### src/rtl/alu_result_buffer.sv
// Result FIFO between the ALU and writeback: captures result, flags and destination
// register, hands them downstream with valid/ready, and tracks overflow statistics.
module alu_result_buffer #(
    parameter int N     = 32,
    parameter int REG_W = 5,
    parameter int DEPTH = 4,
    parameter int CNT_W = 16
) (
    input  logic                       clk,
    input  logic                       rst_n,
    input  logic                       in_valid,
    output logic                       in_ready,
    input  logic [N-1:0]               in_result,
    input  logic                       in_overflow,
    input  logic                       in_zero,
    input  logic                       in_equal,
    input  logic [REG_W-1:0]           in_rd,
    input  logic                       in_wr_en,
    output logic                       out_valid,
    input  logic                       out_ready,
    output logic [N-1:0]               out_result,
    output logic [2:0]                 out_flags,
    output logic [REG_W-1:0]           out_rd,
    output logic                       out_wr_en,
    output logic [$clog2(DEPTH):0]     count,
    input  logic                       clear_stats,
    output logic                       sticky_overflow,
    output logic [CNT_W-1:0]           overflow_count
);

    localparam int AW = $clog2(DEPTH);
    localparam int CW = AW + 1;

    logic [N-1:0]     r_result [DEPTH];
    logic [2:0]       r_flags  [DEPTH];
    logic [REG_W-1:0] r_rd     [DEPTH];
    logic             r_wr_en  [DEPTH];

    logic [AW-1:0]    r_wptr;
    logic [AW-1:0]    r_rptr;
    logic [CW-1:0]    r_count;
    logic             r_sticky;
    logic [CNT_W-1:0] r_ovf_cnt;

    logic             w_push;
    logic             w_pop;
    logic             w_rd_zero;

    assign in_ready  = (r_count < CW'(DEPTH));
    assign out_valid = (r_count != '0);
    assign w_push    = in_valid && in_ready;
    assign w_pop     = out_valid && out_ready;
    assign w_rd_zero = (in_rd == '0);

    // Storage needs no reset: everything leaving the block is gated by out_valid.
    always_ff @(posedge clk) begin
        if (w_push) begin
            r_result[r_wptr] <= in_result;
            r_flags[r_wptr]  <= {in_overflow, in_zero, in_equal};
            r_rd[r_wptr]     <= in_rd;
            r_wr_en[r_wptr]  <= in_wr_en && !w_rd_zero;
        end
    end

    always_ff @(posedge clk or negedge rst_n) begin
        if (!rst_n) begin
            r_wptr  <= '0;
            r_rptr  <= '0;
            r_count <= '0;
        end else begin
            if (w_push) begin
                r_wptr <= r_wptr + AW'(1);
            end
            if (w_pop) begin
                r_rptr <= r_rptr + AW'(1);
            end
            case ({w_push, w_pop})
                2'b10:   r_count <= r_count + CW'(1);
                2'b01:   r_count <= r_count - CW'(1);
                default: r_count <= r_count;
            endcase
        end
    end

    always_ff @(posedge clk or negedge rst_n) begin
        if (!rst_n) begin
            r_sticky  <= 1'b0;
            r_ovf_cnt <= '0;
        end else if (clear_stats) begin
            r_sticky  <= 1'b0;
            r_ovf_cnt <= '0;
        end else if (w_push && in_overflow) begin
            r_sticky <= 1'b1;
            if (r_ovf_cnt != '1) begin
                r_ovf_cnt <= r_ovf_cnt + CNT_W'(1);
            end
        end
    end

    assign out_result      = out_valid ? r_result[r_rptr] : '0;
    assign out_flags       = out_valid ? r_flags[r_rptr]  : '0;
    assign out_rd          = out_valid ? r_rd[r_rptr]     : '0;
    assign out_wr_en       = out_valid ? r_wr_en[r_rptr]  : 1'b0;
    assign count           = r_count;
    assign sticky_overflow = r_sticky;
    assign overflow_count  = r_ovf_cnt;

endmodule

### config.mk
export PLATFORM = sky130hd
export DESIGN_NAME = alu_result_buffer
export DESIGN_NICKNAME = d
export VERILOG_FILES = /design/src/rtl/alu_result_buffer.sv
export SDC_FILE = /design/constraint.sdc
export NUM_CORES = 1
export LEC_CHECK = 0
export BUFFER_PORTS_ARGS = -buffer_cell sky130_fd_sc_hd__buf_4
export CELL_PAD_IN_SITES_DETAIL_PLACEMENT = 1
export CELL_PAD_IN_SITES_GLOBAL_PLACEMENT = 1
export CORE_ASPECT_RATIO = 2
export CORE_MARGIN = 2
export CORE_UTILIZATION = 44
export DETAILED_ROUTE_END_ITERATION = 6
export GPL_ROUTABILITY_DRIVEN = 0
export HOLD_SLACK_MARGIN = 0.06
export PLACE_DENSITY = 0.75
export SETUP_SLACK_MARGIN = 0.3
export SLEW_MARGIN = 20
export SYNTH_ARGS = -nofsm -noshare
export SYNTH_HDL_FRONTEND = slang
export SYNTH_SLANG_ARGS = --single-unit
export TNS_END_PERCENT = 5
### constraint.sdc
create_clock -name clk -period 1.85 [get_ports clk]
set_input_delay 0.185 -clock clk [delete_from_list [all_inputs] [get_ports clk]]
set_output_delay 0.185 -clock clk [all_outputs]
set_load 0.01 [all_outputs]
== After elaboration in Yosys (flattened, before gate mapping) ==
Memories as Yosys holds them, arrays and structs flattened.
Index checks and enable logic that the tools add are counted.

* Output and inout bits: 63
* Bits in writable memories: 164
* Memories kept: 4
* Flip-flop bits (word level): 24

{| class="wikitable"
|+ Memory list
! memory !! depth !! bits a word !! read ports !! clocked after memory_dff !! write ports !! RTL line !! text
|-
| r_result || 4 || 32 || 1 || 0 || 1 || 34 || <nowiki>logic [N-1:0] r_result [DEPTH];</nowiki>
|-
| r_rd || 4 || 5 || 1 || 0 || 1 || 36 || <nowiki>logic [REG_W-1:0] r_rd [DEPTH];</nowiki>
|-
| r_flags || 4 || 3 || 1 || 0 || 1 || 35 || <nowiki>logic [2:0] r_flags [DEPTH];</nowiki>
|-
| r_wr_en || 4 || 1 || 1 || 0 || 1 || 37 || <nowiki>logic r_wr_en [DEPTH];</nowiki>
|}

* Equal/unequal tests: 3
* Add/subtract/negate cells: 5
* Muxes and demuxes: 12
* $lt $le $gt $ge: 1
* Reductions and logical operators: 11

{| class="wikitable"
|+ Operators by type and width
! cell !! number
|-
| $mux 16 || 3
|-
| $mux 32 || 1
|-
| $add 16x1->16 const B || 1
|-
| $ne 16x16->1 const B || 1
|-
| $pmux 3 s2 || 1
|-
| $reduce_bool 2->1 || 3
|-
| $logic_not 5->1 || 1
|-
| $mux 1 || 5
|-
| $mux 5 || 1
|-
| $add 2x1->2 const B || 2
|-
| $logic_and 1x1->1 || 4
|-
| $add 3x1->3 const B || 1
|-
| $lt 3x3->1 const B || 1
|-
| $mux 3 || 1
|-
| $reduce_bool 3->1 || 1
|-
| $sub 3x1->3 const B || 1
|-
| $eq 2x1->1 const B || 1
|-
| $eq 2x2->1 const B || 1
|-
| $reduce_and 2->1 || 1
|-
| $logic_not 1->1 || 1
|}

== Longest topological paths before layout ==
Gate-level depths: netlist (run 1).

* Word-level depth: 5
* Mapped depth: 9
* Mapped depth without buffers: 8

== Least setup slack after synthesis (run 1) ==
No wires, ideal clock.

* Path type: register to register
* Start: register r_count[2], in the netlist count[2]
* End: memory r_flags[0][0] (enable)
* Buffers on the path: 1
* Clock period less this slack: 2.114 ns
* Data arrival time: 1.712 ns
* Library setup time: 0.402 ns
* Stages on the path, launching flop included: 4
* Slack: -0.264 ns
* Path through: dfrtp_1 nor2b_1 buf_2 and2_1

* Word-level cells in the longest chain between the ends: 4

{| class="wikitable"
|+ Ends and longest elaborated chain
! item !! RTL line !! text
|-
| start: declaration || 41 || <nowiki>logic [CW-1:0] r_count;</nowiki>
|-
| start signal: assignment || 78 || <nowiki>2'b10: r_count <= r_count + CW'(1);</nowiki>
|-
| start signal: assignment || 79 || <nowiki>2'b01: r_count <= r_count - CW'(1);</nowiki>
|-
| start signal: assignment || 80 || <nowiki>default: r_count <= r_count;</nowiki>
|-
| $lt 3x3->1 || 49 || <nowiki>assign in_ready = (r_count < CW'(DEPTH));</nowiki>
|-
| $logic_and 1x1->1 || 51 || <nowiki>assign w_push = in_valid && in_ready;</nowiki>
|-
| $mux 1 || 57 || <nowiki>if (w_push) begin</nowiki>
|-
| $mux 1 (implied by the code) || 59 || <nowiki>r_flags[r_wptr] <= {in_overflow, in_zero, in_equal};</nowiki>
|-
| end: declaration || 35 ||
|}

No other way between the ends.

== Worst setup path after layout (run 1) ==
* Start: register r_rptr[0]
* End: output port out_wr_en

* Word-level cells in the longest chain between the ends: 2

{| class="wikitable"
|+ Ends and longest elaborated chain
! item !! RTL line !! text
|-
| start: declaration || 40 || <nowiki>logic [AW-1:0] r_rptr;</nowiki>
|-
| start signal: assignment || 75 || <nowiki>r_rptr <= r_rptr + AW'(1);</nowiki>
|-
| $mem_v2 4x1 || - ||
|-
| $mux 1 || 103 || <nowiki>assign out_wr_en = out_valid ? r_wr_en[r_rptr] : 1'b0;</nowiki>
|-
| end: declaration || 24 || <nowiki>output logic out_wr_en,</nowiki>
|}

No other way between the ends.

==> results of run 1 <==
==> metrics by stage <==
stage	hold slack (ns)	instances	setup WS (ns)
6_report	0.118	802	-0.253
5_1_grt	0.103	802	-0.334
4_1_cts	0.101	800	-0.302
3_5_place_dp	0.115	725	0.00764
3_3_place_gp	0.108	725	0.115
2_1_floorplan	-0.111	407	-0.0391
==> sequential cells by signal (all words and copies together), names as in the netlist <==
name and cells:
r_wr_en 4, r_rd 20, sticky_overflow 1, r_result 128, r_wptr 2, overflow_count 16
r_flags 12, r_rptr 2, count 3
==> cells in the final DEF (no fill, tap or decap), drive strengths merged <==
master,synthesis,routed
edfxtp,164,164
buf,11,134
and2,46,46
dlygate4sd3,0,42
mux4,41,41
dfrtp,24,24
clkbuf,11,18
a21oi,15,15
inv,8,11
o31ai,10,10
nand2,10,10
or4,10,10
nand3,7,7
bufinv,0,6
or3,6,6
ha,6,6
o21ai,6,6
nand4,5,5
xnor2,4,4
nor2,4,4
and4,4,4
clkinv,0,3
diode,0,2
xor2,2,2
nor3,2,2
clkinvlp,0,2
and3,2,2
nor2b,1,1
o21a,1,1
and3b,1,1
nor4,1,1
nand3b,1,1
mux2i,1,1
o41ai,1,1
a31oi,1,1
fa,1,1
==> logic make-up (layout without fill, tap and decap cells) <==
group,after synthesis,in the layout,share of synthesized area
adders and majority gates,7,7,0.0125
other,0,2,0
xor gates and xnor gates,6,6,0.00693
and+or+nand+nor,100,100,0.0838
AOI/OAI and AO/OA,34,34,0.0267
DFF,188,188,0.729
muxes,42,42,0.123
buffers and inverters,30,216,0.0182
==> repair_timing <==
action | in CTS | in global routing
gates resized for setup | 82 | 36
endpoints found under the setup margin | 199 | 202
endpoints found under the hold margin | 191 | 0
setup buffers | 1 | 0
pin swaps | 20 | 31
hold buffers | 42 | 0
==> cells in the mapped netlist, types with 2 or more instances <==
master,instances
a21oi_1,15
and2_1,46
and3_1,2
and4_1,2
buf_2,8
buf_4,2
clkbuf_1,11
dfrtp_1,24
edfxtp_1,164
ha_1,6
inv_1,8
mux4_2,41
nand2_1,10
nand3_1,6
nand4_1,4
nor2_1,4
nor3_1,2
o21ai_0,6
o31ai_1,10
or3_1,6
or4_1,10
xnor2_1,4
xor2_1,2
==> power by group through the flow <==
stage	logic (W)	clock network [W]	registers [W]
global placement	0.00492	0	0.00548
detailed placement	0.00505	0	0.00554
global route	0.00633	0.00437	0.00551
floorplan	0.00280	0	0.00546
CTS	0.00594	0.00420	0.00546
finish	0.00592	0.00412	0.00547
==> final cells by class <==
cell class,count,area share
clock inverters,14,0.0228
repair buffers,176,0.163
well taps,207,0.0249
inverters,8,0.00289
diodes,2,0.000482
flip-flops and latches,188,0.534
multi-input cells,189,0.211
clock buffers,18,0.0413
==> critical path, stage by stage, from the launching register on <==
cell and delay (ns):
dfrtp_4 0.46, buf_8 0.19, mux4_2 0.52, and2_1 0.18, buf_4 0.14
==> worst paths after layout <==
check	to
max in group asynchronous	r_rptr[0]
min in group asynchronous	overflow_count[1]
setup / recovery	out_wr_en
hold reg to reg	sticky_overflow
hold / removal	r_rptr[0]
setup reg to reg	count[2]
==> metal layers <==
metal | part of all wire | up-vias | track usage
met2 | 0.59 | 106 | 0.386
met4 | 0.016 | 0 | 0.0661
met1 | 0.36 | 2288 | 0.224
met3 | 0.036 | 18 | 0.0434
li1 | - | 1962 | -
met5 | 0 | - | 0
==> results.toml, run 1 <==
[power]
p_comb_frac = 0.382
switching_power_w = 0.00430
clockPowerShare = 0.266
sw_frac_of_total = 0.277
ir_drop_mv = 0.763
seqPwrFrac = 0.352
p_leak_nw = 3.75
p_int_w = 0.0112
power_w = 0.0155
p_per_area_nw_per_um2 = 1490

[timing]
slew_headroom = 0.754
final_max_slew_viol_count = 0
rsz0062_at_grt = "yes"
tns_ns = -9.29
timing.final.crit_period_ns = 2.10
setup_violations = 41
tightest_slew_ns = 0.364
post-route-period-util = 1.14
skew_ns = 0.00985
fmax_mhz = 476
fin_ws_ns = -0.253
finalHoldViolCount = 0

[place]
dp_hpwl_mm = 11.6
place_area_sq_um = 8890
port_buffers = 108

[synthesis]
synth.yosys.warnings = 0
synthArstFlopShare = 0.128
syn-instance-count = 407
ys_types = 37
synth_edf_count = 164
synth.top_cell.area_share = 0.650
syn_nets = 460
ys_seq_area_frac = 0.729
synth_ff_type = "edfxtp_1"
yosys.area.top_type = "edfxtp_1"
yosys-top-cells-area = "edfxtp_1 65%, mux4_2 12%, dfrtp_1 7.9%"
syn_area_per_cell_sq_um = 18.6
ys_ff_latch = 188
syn_area_sq_um = 7580

[critical_path]
path_max_fanout = 11
critPathKind = "flip-flop to output port"
rrSetupSlack_ns = 0.01
worst_ep_arrival_time_ns = 1.92
crit_start = "r_rptr[0]"
cp-start-kind = "flip-flop"
crit_path_end_kind = "output port"
r2r.worst_path.cells = 8
worstReg2RegStart = "count[2]"
worstPathRequired_ns = 1.66

[clocking]
htreeDepth = 4
clock_path_buffers = 2
worstSkewPairLatency_ns = 0.43
tritoncts = "yes"
cts_buffers = 17
cts_root_buf = "clkbuf_16"
cts_num_sinks = 188
clkSlewWorstSetupHoldPaths_ns = 0.07

[route]
vias_per_cell = 5.45
drc = 0
dr.pass1.iters = 4
drt_iter0_markers = 197
ant_nets = 0
wl_per_cell_microns = 22.7
vias = 4374
wl_mm = 18.2

[floorplanning]
core-area_sq_um = 16800
initial_utilization = 0.450
ios = 109
num_rows = 67
dieArea_sq_um = 18400
die_x_microns = 96.8
die_y_microns = 190

[global_route]
grt_max_degree = 43
grt-ovfl-total = 0
grt_pass1_vias = 5001
grt_usage = 0.204
grt_pass1_wl_mm = 28.3
antenna_found_initial = 2

[final_layout]
seq_area_sq_um = 5540
final_area_sq_um = 10400
final_util = 0.616
nets = 633
syn2layout_area_growth_pct = 36.9
multi_input_area_sq_um = 2190
fillers = 1473
layout-drive-gt1-share = 0.492

[outcome]
status = "complete, but fails checks"
violations = "negative setup slack"

[hold_path]
hold_depth = 3
hold_start = "out_ready"
hp-class = "input port to flip-flop"

[job]
drv_cap = 0
No activity file was read; power rests on OpenSTA's default activity.
==> inputs of run 2 (changes only) <==
--- a/config.mk
+++ b/config.mk
@@ -10,11 +10,11 @@
 export CELL_PAD_IN_SITES_GLOBAL_PLACEMENT = 1
 export CORE_ASPECT_RATIO = 2
 export CORE_MARGIN = 2
-export CORE_UTILIZATION = 44
+export CORE_UTILIZATION = 30
 export DETAILED_ROUTE_END_ITERATION = 6
 export GPL_ROUTABILITY_DRIVEN = 0
 export HOLD_SLACK_MARGIN = 0.06
-export PLACE_DENSITY = 0.75
+export PLACE_DENSITY = 0.54
 export SETUP_SLACK_MARGIN = 0.3
 export SLEW_MARGIN = 20
 export SYNTH_ARGS = -nofsm -noshare
==> constraint.sdc (replaced) <==
create_clock -name clk -period 1.8 [get_ports clk]
set_input_delay 0.18 -clock clk [delete_from_list [all_inputs] [get_ports clk]]
set_output_delay 0.18 -clock clk [all_outputs]
set_load 0.01 [all_outputs]
==> run 2 against run 1 <==
  * The flow still finishes with violations (negative setup slack)
  * Clock power down 5.1%
  * Hold slack better by 0.00097 ns
  * Cell count up 17%
  * Register-to-register slack about the same
  * Die area up 45%
  * Total power up 3.0%
  * Sequential share of layout area down 1.3 points
  * Sequential power up 3%
  * Global-route usage down 5.5 points
==> results.toml, run 2 (synthesis gave the netlist of run 1 again) <==
[route]
dr.pass1.iters = 4
wl_per_cell_microns = 19.6
met2WireLength_mm = 10.8
drt_iter0_markers = 120
vias = 4317
wl_met1_mm = 6.48
drc = 0
wl_mm = 18.4
vias_per_cell = 4.61
ant_nets = 0
dr_wl_met3_microns = 611
highest_layer = "met4"

[final_layout]
layout_common_cells = "164 x edfxtp_1, 80 x buf_4, 47 x buf_6"
stdcell_count = 936
final_common_cell = "edfxtp_1"
fillers = 2436
layout-drive-gt1-share = 0.508
antennaDiodeCount = 0
regMostFlops = "r_result"
nets = 640
largest_register_ffs = 128
final_area_sq_um = 10600
syn2layout_area_growth_pct = 40.4

[place]
dp_hpwl_mm = 12.1
place_area_sq_um = 9160
port_buffers = 108
dpl.cell_count = 862
post-place-ws_ns = -0.0970

[outcome]
violations = "negative setup slack"
status = "complete, but fails checks"

[floorplanning]
ios = 109
initial_utilization = 0.304
dieArea_sq_um = 26600
die_x_microns = 116
core-area_sq_um = 24900
die_y_microns = 229
num_rows = 82

[critical_path]
critPathKind = "flip-flop to output port"
cpPeakStageDelay_ns = 0.55
cp_cell_sequence = "buf_12 -> mux4_2 -> and2_4 -> buf_6"
critical_path_buf_inv_count = 2
worstPathRequired_ns = 1.62
cp-start-kind = "flip-flop"
worst_ep_arrival_time_ns = 1.95
crit_path_end_kind = "output port"
cp_top_family = "multiplexers"
path_max_fanout = 14
crit_slowest_cell = "mux4_2"

[hold_path]
hp-class = "input port to flip-flop"

[power]
p_per_area_nw_per_um2 = 1500
clockPowerShare = 0.245
sw_frac_of_total = 0.284
ir_drop_mv = 0.560
p_leak_nw = 3.83
switching_power_w = 0.00453
p_comb_frac = 0.404
seqPwrFrac = 0.352
p_int_w = 0.0114

[timing]
fin_ws_ns = -0.329
setup_violations = 42
rsz0062_at_grt = "yes"
tightest_slew_ns = 0.382
final_max_slew_viol_count = 0
slew_headroom = 0.745
finalHoldViolCount = 0
skew_ns = 0.0101
fmax_mhz = 470
post-route-period-util = 1.18
tns_ns = -11.80
timing.final.crit_period_ns = 2.13

[clocking]
worstSkewPairLatency_ns = 0.44
cts_root_buf = "clkbuf_16"
cts_buffers = 17
clock_path_buffers = 2
cts_setup_buffers = 0
htreeDepth = 4
clkSlewWorstSetupHoldPaths_ns = 0.07
cts_num_sinks = 188
tritoncts = "yes"

[global_route]
grt_usage = 0.148
grt-ovfl-total = 0
antenna_found_initial = 0
grt_pass1_vias = 5134
grt_max_degree = 43
grt_pass1_wl_mm = 29.0

[job]
drv_cap = 0
run 2: cell count changes in the layout (fill, tap and decap cells not counted), sizes merged:
| cell | previous run | this run |
|---|---|---|
| bufinv | 6 | 3 |
| inv | 11 | 16 |
| diode | 2 | 0 |
| clkbuf | 18 | 17 |
| clkinvlp | 2 | 1 |
| buf | 134 | 141 |
run 2: stage by stage:
stage               hold slack (ns)  total power (W)  utilization
finish                        0.119           0.0160        0.427
global route                  0.123           0.0168        0.427
CTS                          0.0985           0.0161        0.423
detailed placement            0.119           0.0111        0.368
global placement              0.110           0.0110        0.368
floorplan                    -0.116          0.00849            -
run 2: worst paths after layout:
path                                       from                 to  slack [ns]  cells past startpoint
worst min-delay path                   in_wr_en         r_wr_en[1]        0.12                      2
worst min register to register  sticky_overflow    sticky_overflow        0.51                      2
worst max register to register         count[0]           count[1]        0.01                      6
max in group asynchronous                 rst_n          r_rptr[0]        1.32                      2
worst max-delay path                  r_rptr[0]     out_result[21]       -0.33                      4
min in group asynchronous                 rst_n  overflow_count[0]        0.18                      2
run 2: power groups by stage:
stage	Combinational (W)	Sequential (W)	Clock, W
finish	0.00645	0.00562	0.00391
global route	0.00693	0.00567	0.00416
CTS	0.00646	0.00563	0.00402
detailed placement	0.00539	0.00571	0
global placement	0.00531	0.00565	0
floorplan	0.00288	0.00561	0
run 2: routing by layer:
metal  up-vias  GRT usage
li1       1970          -
met3        24     0.0342
met5         -          0
met1      2226      0.151
met4         0     0.0592
met2        97      0.282
run 2: what timing repair did:
| item | 4_1_cts | 5_1_grt |
|---|---|---|
| gates cloned | 0 | 0 |
| endpoints found under the setup margin | 224 | 228 |
| endpoints found under the hold margin | 194 | 0 |
| resized for setup | 105 | 31 |
| hold buffers | 42 | 0 |
| pin swaps | 38 | 27 |
run 2: layout make-up:
class	count	area (sq um)	share of cell area
clock inverter	15	184	0.0173
tap	336	420	0.0395
inverter	8	30.0	0.00282
sequential	188	5540	0.520
clock buffer	17	425	0.0400
multi-input combinational	189	2220	0.208
timing repair buffer	183	1830	0.172
==> inputs of run 3 (changes only) <==
--- a/config.mk
+++ b/config.mk
@@ -8,13 +8,12 @@
 export BUFFER_PORTS_ARGS = -buffer_cell sky130_fd_sc_hd__buf_4
 export CELL_PAD_IN_SITES_DETAIL_PLACEMENT = 1
 export CELL_PAD_IN_SITES_GLOBAL_PLACEMENT = 1
-export CORE_ASPECT_RATIO = 2
 export CORE_MARGIN = 2
-export CORE_UTILIZATION = 30
+export CORE_UTILIZATION = 44
 export DETAILED_ROUTE_END_ITERATION = 6
 export GPL_ROUTABILITY_DRIVEN = 0
 export HOLD_SLACK_MARGIN = 0.06
-export PLACE_DENSITY = 0.54
+export PLACE_DENSITY = 0.75
 export SETUP_SLACK_MARGIN = 0.3
 export SLEW_MARGIN = 20
 export SYNTH_ARGS = -nofsm -noshare
==> run 3 against run 2 <==
  * The run still ends with negative setup slack left
  * Sequential share of layout area is 1.5 points higher
  * Sequential power is 0.7% higher
  * Combinational power is 4.2% lower
  * Global-route usage is 5.1 points higher
  * Register-to-register slack worse by 0.05 ns
  * Clock skew is 0.0071 ns higher
  * Largest cell class unchanged
==> results.toml, run 3 (synthesis gave the netlist of run 1 again) <==
[outcome]
status = "complete, but fails checks"
violations = "negative setup slack"

[hold_path]
hold_depth = 3
hp-class = "input port to flip-flop"

[route]
ant_nets = 0
drc = 0
drt_iter0_markers = 204
wl_mm = 17.2
wl_per_cell_microns = 21.2
vias = 4401
dr.pass1.iters = 4
vias_per_cell = 5.43

[clocking]
cts_buffers = 17
clkSlewWorstSetupHoldPaths_ns = 0.06
cts_num_sinks = 188
htreeDepth = 4
cts_setup_buffers = 0
tritoncts = "yes"
cts_root_buf = "clkbuf_16"
clock_path_buffers = 2
worstSkewPairLatency_ns = 0.43

[critical_path]
worst_ep_arrival_time_ns = 1.93
r2r.worst_path.cells = 8
worstPathRequired_ns = 1.62
crit_slowest_cell = "mux4_2"
critical_path_buf_inv_count = 2
cp_num_cells = 4
cp_top_family = "multiplexers"
cp_cell_sequence = "buf_12 -> mux4_2 -> and2_4 -> buf_6"
critPathKind = "flip-flop to output port"
path_max_fanout = 15
crit_path_end_kind = "output port"
cpPeakStageDelay_ns = 0.54
cp-start-kind = "flip-flop"

[final_layout]
fillers = 1455
stdcell_count = 811
layout_common_cells = "164 x edfxtp_1, 85 x buf_4, 42 x dlygate4sd3_1"
final_common_cell = "edfxtp_1"
layout-drive-gt1-share = 0.494
final_area_sq_um = 10300
syn2layout_area_growth_pct = 36.4
regMostFlops = "r_result"
antennaDiodeCount = 0
largest_register_ffs = 128
nets = 633

[floorplanning]
ios = 109
die_x_microns = 135
core-area_sq_um = 16700
num_rows = 47
die_y_microns = 135
initial_utilization = 0.454
dieArea_sq_um = 18300

[power]
p_per_area_nw_per_um2 = 1490
ir_drop_mv = 0.794
power_w = 0.0154
p_leak_nw = 3.72

[timing]
fin_ws_ns = -0.311
finalHoldViolCount = 0
tightest_slew_ns = 0.434
fmax_mhz = 474
timing.final.crit_period_ns = 2.11
setup_violations = 43
skew_ns = 0.0172
rsz0062_at_grt = "yes"
holdWs_ns = 0.103
slew_headroom = 0.707
post-route-period-util = 1.17
final_max_slew_viol_count = 0

[place]
port_buffers = 108
dpl.cell_count = 739
dp_hpwl_mm = 10.8
post-place-ws_ns = -0.0384
place_area_sq_um = 8980

[global_route]
antenna_found_initial = 0
grt-ovfl-total = 0
grt_max_degree = 43
grt_pass1_vias = 4807
grt_pass1_wl_mm = 27.4
grt_usage = 0.200

[job]
drv_cap = 0
==> run 3: area by class of cell <==
class	instances	area [sq um]	area share
Clock buffer	19	433	0.0419
Clock inverter	11	120	0.0116
Inverter	8	30.0	0.00290
Multi-Input combinational cell	189	2200	0.212
Sequential cell	188	5540	0.536
Tap cell	220	275	0.0266
Timing Repair Buffer	176	1750	0.169
==> run 3: worst paths after layout <==
| check | to | slack (ns) | from |
|---|---|---|---|
| worst max-delay path | out_flags[0] | -0.31 | r_rptr[0] |
| worst min-delay path | r_rptr[0] | 0.10 | out_ready |
| worst max register to register | count[2] | -0.04 | count[2] |
| worst min register to register | sticky_overflow | 0.51 | sticky_overflow |
| max in group asynchronous | r_rptr[0] | 1.31 | rst_n |
| min in group asynchronous | overflow_count[0] | 0.19 | rst_n |
==> run 3: worst reg2reg max path, delay by kind of cell, from the launching register on <==
family	cells	cell delay [ns]
and+or+nand+nor	3	0.60
DFF	1	0.44
xor gates and xnor gates	2	0.28
buffers and inverters	1	0.05
adders and majority gates	2	0.36
==> run 3: timing repair <==
item / in CTS / in global routing
resized for setup: 94 / 25
setup endpoints to repair: 121 / 227
pin swaps: 31 / 26
hold buffers: 42 / 0
endpoints found under the hold margin: 188 / 0
==> run 3: stage by stage <==
step | TNS, ns | utilization
2_1_floorplan | -0.171 | -
3_3_place_gp | 0 | 0.537
3_5_place_dp | -0.0729 | 0.537
4_1_cts | -12.97 | 0.614
5_1_grt | -14.43 | 0.619
6_report | -11.30 | 0.619
==> run 3: power breakdown <==
part	internal (W)	switching [W]
registers	0.00541	0.000254
logic	0.00360	0.00258
clock network	0.00203	0.00151
==> run 3: layer usage <==
metal  up-vias  part of all wire  global-route usage
met5         -                 0                   0
met4         0             0.011              0.0573
met3        19             0.039              0.0397
met2       121              0.54               0.351
met1      2293              0.41               0.254
li1       1968                 -                   -
